[src/rtl/muldiv_pkg.sv]
// Shared types for the RV32M multiply/divide unit: operation encoding, FSM states
// and operand-signedness helpers.
package muldiv_pkg;

  // Encoding follows the RV32M funct3 field so EX can pass it straight through.
  typedef enum logic [2:0] {
    MD_MUL    = 3'd0,
    MD_MULH   = 3'd1,
    MD_MULHSU = 3'd2,
    MD_MULHU  = 3'd3,
    MD_DIV    = 3'd4,
    MD_DIVU   = 3'd5,
    MD_REM    = 3'd6,
    MD_REMU   = 3'd7
  } mdop_t;

  typedef enum logic [1:0] {
    ST_IDLE,
    ST_CALC,
    ST_FIX,
    ST_DONE
  } md_state_t;

  function automatic logic md_is_div(input mdop_t op);
    return op[2];
  endfunction

  function automatic logic md_is_rem(input mdop_t op);
    return op[2] & op[1];
  endfunction

  function automatic logic md_a_signed(input mdop_t op);
    return (op == MD_MULH) || (op == MD_MULHSU) || (op == MD_DIV) || (op == MD_REM);
  endfunction

  function automatic logic md_b_signed(input mdop_t op);
    return (op == MD_MULH) || (op == MD_DIV) || (op == MD_REM);
  endfunction

endpackage

[src/rtl/muldiv_core.sv]
// One radix-2 step of the multiply/divide datapath on unsigned magnitudes.
// The restoring-divide step exists only when MULDIV_DIV_EN is defined.
module muldiv_core #(
  parameter int DATA_WIDTH = 32
) (
  input  logic [2*DATA_WIDTH-1:0] acc,
  input  logic [DATA_WIDTH-1:0]   b_mag,
`ifdef MULDIV_DIV_EN
  input  logic                    div_mode,
`endif
  output logic [2*DATA_WIDTH-1:0] acc_next
);

  localparam int W = DATA_WIDTH;

  logic [W:0] mul_sum;
`ifdef MULDIV_DIV_EN
  logic [W:0] div_shift;
  logic [W:0] div_diff;
`endif

  // Multiply keeps {partial_hi, multiplier_lo}; divide keeps {remainder, dividend/quotient}.
  always_comb begin
    mul_sum  = {1'b0, acc[2*W-1:W]} + (acc[0] ? {1'b0, b_mag} : '0);
    acc_next = {mul_sum, acc[W-1:1]};
`ifdef MULDIV_DIV_EN
    div_shift = {acc[2*W-1:W], acc[W-1]};
    div_diff  = div_shift - {1'b0, b_mag};
    if (div_mode) begin
      if (div_diff[W]) acc_next = {div_shift[W-1:0], acc[W-2:0], 1'b0};
      else             acc_next = {div_diff[W-1:0],  acc[W-2:0], 1'b1};
    end
`endif
  end

endmodule

[src/rtl/ex_muldiv_unit.sv]
// Iterative RV32M multiply/divide unit with start/busy/done handshake.
// Division datapath and its fast paths are built only when MULDIV_DIV_EN is defined.
module ex_muldiv_unit
  import muldiv_pkg::*;
#(
  parameter int DATA_WIDTH = 32
) (
  input  logic                  clk,
  input  logic                  arst_n,
  input  logic                  start,
  input  mdop_t                 mdop,
  input  logic [DATA_WIDTH-1:0] opr_a,
  input  logic [DATA_WIDTH-1:0] opr_b,
  input  logic                  flush,
  output logic                  busy,
  output logic                  done,
  output logic [DATA_WIDTH-1:0] result,
  output logic                  illegal
);

  localparam int W     = DATA_WIDTH;
  localparam int CNT_W = $clog2(DATA_WIDTH);

  md_state_t          state;
  mdop_t              op_q;
  logic               sign_a_q;
  logic               sign_b_q;
  logic [CNT_W-1:0]   cnt;
  logic [2*W-1:0]     acc;
  logic [W-1:0]       b_mag_q;
  logic [2*W-1:0]     acc_next;
  logic               sign_a;
  logic               sign_b;
  logic [W-1:0]       a_mag;
  logic [W-1:0]       b_mag;
  logic [2*W-1:0]     prod;
  logic [W-1:0]       fix_result;
`ifdef MULDIV_DIV_EN
  localparam logic [W-1:0] MOST_NEG = {1'b1, {(W-1){1'b0}}};
  logic               div_by_zero;
  logic               div_ovf;
  logic [W-1:0]       quo_mag;
  logic [W-1:0]       rem_mag;
`endif

  always_comb begin
    sign_a = md_a_signed(mdop) & opr_a[W-1];
    sign_b = md_b_signed(mdop) & opr_b[W-1];
    a_mag  = sign_a ? -opr_a : opr_a;
    b_mag  = sign_b ? -opr_b : opr_b;
`ifdef MULDIV_DIV_EN
    div_by_zero = (opr_b == '0);
    div_ovf     = ((mdop == MD_DIV) || (mdop == MD_REM)) && (opr_a == MOST_NEG) && (opr_b == '1);
`endif
  end

  muldiv_core #(.DATA_WIDTH(W)) u_core (
    .acc      (acc),
    .b_mag    (b_mag_q),
`ifdef MULDIV_DIV_EN
    .div_mode (md_is_div(op_q)),
`endif
    .acc_next (acc_next)
  );

  // Unsigned-op sign flags are latched as 0, so the XOR covers every case.
  always_comb begin
    prod       = (sign_a_q ^ sign_b_q) ? -acc : acc;
    fix_result = (op_q == MD_MUL) ? prod[W-1:0] : prod[2*W-1:W];
`ifdef MULDIV_DIV_EN
    quo_mag = acc[W-1:0];
    rem_mag = acc[2*W-1:W];
    if (md_is_div(op_q)) begin
      if (md_is_rem(op_q)) fix_result = sign_a_q ? -rem_mag : rem_mag;
      else                 fix_result = (sign_a_q ^ sign_b_q) ? -quo_mag : quo_mag;
    end
`endif
  end

  // Control FSM: flush overrides everything, including a start seen in IDLE.
  always_ff @(posedge clk or negedge arst_n) begin
    if (!arst_n) begin
      state    <= ST_IDLE;
      op_q     <= MD_MUL;
      sign_a_q <= 1'b0;
      sign_b_q <= 1'b0;
      cnt      <= '0;
      acc      <= '0;
      b_mag_q  <= '0;
      result   <= '0;
      busy     <= 1'b0;
      done     <= 1'b0;
      illegal  <= 1'b0;
    end else begin
      done    <= 1'b0;
      illegal <= 1'b0;
      if (flush) begin
        state <= ST_IDLE;
        busy  <= 1'b0;
      end else begin
        case (state)
          ST_IDLE: begin
            if (start) begin
              op_q     <= mdop;
              sign_a_q <= sign_a;
              sign_b_q <= sign_b;
              cnt      <= '0;
              acc      <= {{W{1'b0}}, a_mag};
              b_mag_q  <= b_mag;
              busy     <= 1'b1;
              if (!md_is_div(mdop)) begin
                state <= ST_CALC;
`ifdef MULDIV_DIV_EN
              end else if (div_by_zero) begin
                result <= md_is_rem(mdop) ? opr_a : '1;
                done   <= 1'b1;
                state  <= ST_DONE;
              end else if (div_ovf) begin
                result <= md_is_rem(mdop) ? '0 : MOST_NEG;
                done   <= 1'b1;
                state  <= ST_DONE;
              end else begin
                state <= ST_CALC;
              end
`else
              end else begin
                result  <= '0;
                illegal <= 1'b1;
                done    <= 1'b1;
                state   <= ST_DONE;
              end
`endif
            end
          end
          ST_CALC: begin
            acc <= acc_next;
            cnt <= cnt + 1'b1;
            if (cnt == CNT_W'(DATA_WIDTH - 1)) state <= ST_FIX;
          end
          ST_FIX: begin
            result <= fix_result;
            done   <= 1'b1;
            state  <= ST_DONE;
          end
          ST_DONE: begin
            busy  <= 1'b0;
            state <= ST_IDLE;
          end
          default: begin
            busy  <= 1'b0;
            state <= ST_IDLE;
          end
        endcase
      end
    end
  end

endmodule

[config.mk]
export PLATFORM = sky130hd
export DESIGN_NAME = ex_muldiv_unit
export DESIGN_NICKNAME = d
export VERILOG_FILES = /design/src/rtl/muldiv_pkg.sv /design/src/rtl/muldiv_core.sv /design/src/rtl/ex_muldiv_unit.sv
export SDC_FILE = /design/constraint.sdc
export NUM_CORES = 1
export LEC_CHECK = 0
export CAP_MARGIN = 25
export CORE_ASPECT_RATIO = 1.25
export CORE_UTILIZATION = 49
export DETAILED_ROUTE_END_ITERATION = 12
export GPL_ROUTABILITY_DRIVEN = 0
export PLACE_DENSITY = 0.68
export SLEW_MARGIN = 20
export SYNTH_ARGS = -nofsm -noshare
export SYNTH_HDL_FRONTEND = slang
export SYNTH_SLANG_ARGS = --single-unit
[constraint.sdc]
create_clock -name clk -period 6.3 [get_ports clk]
set_clock_uncertainty 0.15 [all_clocks]
set_input_delay 1.575 -clock clk [delete_from_list [all_inputs] [get_ports clk]]
set_output_delay 1.575 -clock clk [all_outputs]
set_load 0.01 [all_outputs]
==> impl_metrics.toml <==
[place]
dp.final_hpwl_um = 20380
port_buffers = 105
post_dp_cell_area_um2 = 11620
dp_slack_ns = 1.630

[clock_network]
root_buffer = "clkbuf_16"
cts_tree = "yes"
clk_latency_ns = 0.44
cts_max_level = 4
clk_pin_slew_ns = 0.06
cts_resized = 0
ctsLongestPathBuffers = 2
cts-hold-fix-buffers = 0
cts_buffers = 17
cts.sinks = 143
cts_setup_buffers = 0

[sta]
setup_violations = 0
rsz0062_at_grt = "no"
finalSetupTns_ns = 0
final_max_slew_viol_count = 0
worst_pin_slew_ns = 0.9808
finalCritPeriodShare_pct = 66.86
max_freq_ghz = 0.2374
fin_ws_ns = 2.088
finalHoldViolations = 0
min_period_ns = 4.212
slew_headroom_pct = 32.92

[power]
pwr-share-seq_pct = 29.4
p_leak_nw = 5.234
swShare_pct = 43.73
finalPower_w = 0.006165
power_frac_clock_pct = 19.8
p_int_w = 0.003469
peakVddDrop_mv = 0.3044
combPwrFrac_pct = 50.8
power_density_nw_per_um2 = 500.2
p_switching_w = 0.002696

[yosys]
synth_ff_type = "dfrtp_1"
yosysSeqAreaShare_pct = 34.42
yosysUniqueCellTypes = 64
synth_edf_count = 0
syn_nets = 1372
synthArstFlopShare_pct = 100.0
ys_seq_elements = 143
synth-warning-count = 0
netlist_area_um2 = 10400
syn_avg_cell_area_um2 = 8.258
synthCells = 1259

[worst_setup_path]
r2r_setup_slack_ns = 2.56
endpoint_kind = "flip-flop"
reg2reg_depth = 12
startpoint_type = "input port"
crit_start = "opr_b[4]"
required_ns = 6.45
crit_fanout = 6
critPathKind = "in2reg"
worstPathArrival_ns = 4.36
r2r-start = "acc[0]"

[route]
drt_iter0_drc = 599
ant_nets = 0
first_pass_iters = 5
vias = 9359
wl_per_cell_um = 17.05
routed_wl_um = 27390
post-route-drc-count = 0
via_per_inst = 5.824

[floorplanning]
dieArea_um2 = 21810
die_w_um = 132.3
row_count = 59
core-area_um2 = 20820
die_h_um = 164.9
initial_core_util_pct = 49.94
pin_count = 106

[final_layout]
nets = 1435
design_area_um2 = 12330
syn_to_final_growth_pct = 18.56
final_util_pct = 59.21
diodes = 0
drive_gt1_share_pct = 4.501

[min_path]
worstHoldStart = "b_mag_q[18]"
worstHoldPathType = "reg2reg"
whs_path_depth = 2

[global_route]
grt_pass1_wl_um = 45270
grt_pass1_vias = 9081
track_usage_pct = 26.09
top_usage_layer = "met2"
overflow = 0
antenna_found_initial = 0
grt_max_degree = 100
grt_use_met2_pct = 45.17
met3_usage_pct = 3.438
met1_usage_pct = 33.16

[job]
cap_violations = 0

[outcome]
status = "completed"
## synthesized netlist by cell type (all sizes together), types with 18 or more instances
cell	number	share of area (%)
o21ai	158	7.6
nand2	153	5.5
dfrtp	143	34
a21oi	83	4.0
nor2	80	2.9
xor2	74	6.2
xnor2	72	6.1
clkbuf	67	2.4
ha	41	4.9
and2	40	2.4
a22oi	36	2.6
inv	27	0.97
nor3	27	1.3
o31ai	19	1.4
nand3	18	0.87
## path summary, 6_finish.rpt
| path | to |
|---|---|
| max | b_mag_q[29] |
| max reg2reg | acc[61] |
| min in group asynchronous | b_mag_q[30] |
| min | b_mag_q[18] |
| max in group asynchronous | acc[9] |
| min reg2reg | b_mag_q[18] |
## cells by family (layout without fill, tap and decap cells)
group / Yosys count / in the layout / synth area share, %
mux: 12 / 12 / 1.155
fa+ha+maj: 42 / 42 / 5.127
buf+inv: 100 / 174 / 3.755
compound gates: 387 / 387 / 22.83
flops: 143 / 143 / 34.42
simple gates: 429 / 429 / 20.41
xor+xnor: 146 / 146 / 12.30
## sequential cells by signal (all words and copies together) (netlist names)
register / flops
sign_b_q: 1
op_q: 3
illegal: 1
sign_a_q: 1
cnt: 5
busy: 1
b_mag_q: 32
acc: 64
done: 1
state: 2
result: 32
## critical path, stage by stage
cell and delay (ns):
clkdlybuf4s50_1 0.45, or4_1 0.59, nor4_2 0.31, nand3_1 0.27
or3_1 0.42, or2_1 0.27, o41ai_2 0.23, xor2_1 0.18
o21ai_1 0.07
## power groups by stage
| stage | registers [W] | clock network [W] | logic [W] |
|---|---|---|---|
| 4_1_cts | 0.00181 | 0.00123 | 0.00312 |
| 3_5_place_dp | 0.00182 | 0 | 0.00309 |
| 6_report | 0.00181 | 0.00122 | 0.00313 |
| 2_1_floorplan | 0.00167 | 0 | 0.00227 |
| 3_3_place_gp | 0.00181 | 0 | 0.00305 |
| 5_1_grt | 0.00187 | 0.00127 | 0.00349 |
## routing by layer
metal / vias to the layer above / part of all wire (%)
li1: 4637 / -
met1: 4416 / 45
met2: 251 / 49
met3: 55 / 3.8
met4: 0 / 2.8
met5: - / 0
## area by class of cell
cell class | count | area, um^2
Inverter | 27 | 101.3
Clock inverter | 11 | 261.5
Fill cell | 1887 | 8492
Sequential cell | 143 | 3578
Multi-Input combinational cell | 1016 | 6456
Tap cell | 274 | 342.8
Timing Repair Buffer | 117 | 1142
Clock buffer | 19 | 442.9
## through the flow
step	cells	hold slack, ns
final	1607	0.3201
after global routing	1607	0.3433
after CTS	1607	0.3249
after detailed placement	1577	0.3107
after global placement	1577	0.3026
after floorplan	1259	0.2883
## placed cells by master, fill, tap and decap left out, drive strengths merged, types with 16 or more instances in the layout
| cell type | instances |
|---|---|
| o21ai | 158 |
| nand2 | 153 |
| dfrtp | 143 |
| clkdlybuf4s50 | 104 |
| a21oi | 83 |
| nor2 | 80 |
| xor2 | 74 |
| xnor2 | 72 |
| ha | 41 |
| and2 | 40 |
| a22oi | 36 |
| inv | 27 |
| nor3 | 27 |
| o31ai | 19 |
| clkbuf | 19 |
| nand3 | 18 |
| nand2b | 17 |
| a31oi | 17 |
| or3 | 16 |
| nor4 | 16 |
Note: power is estimated with default switching activity, not from simulation.
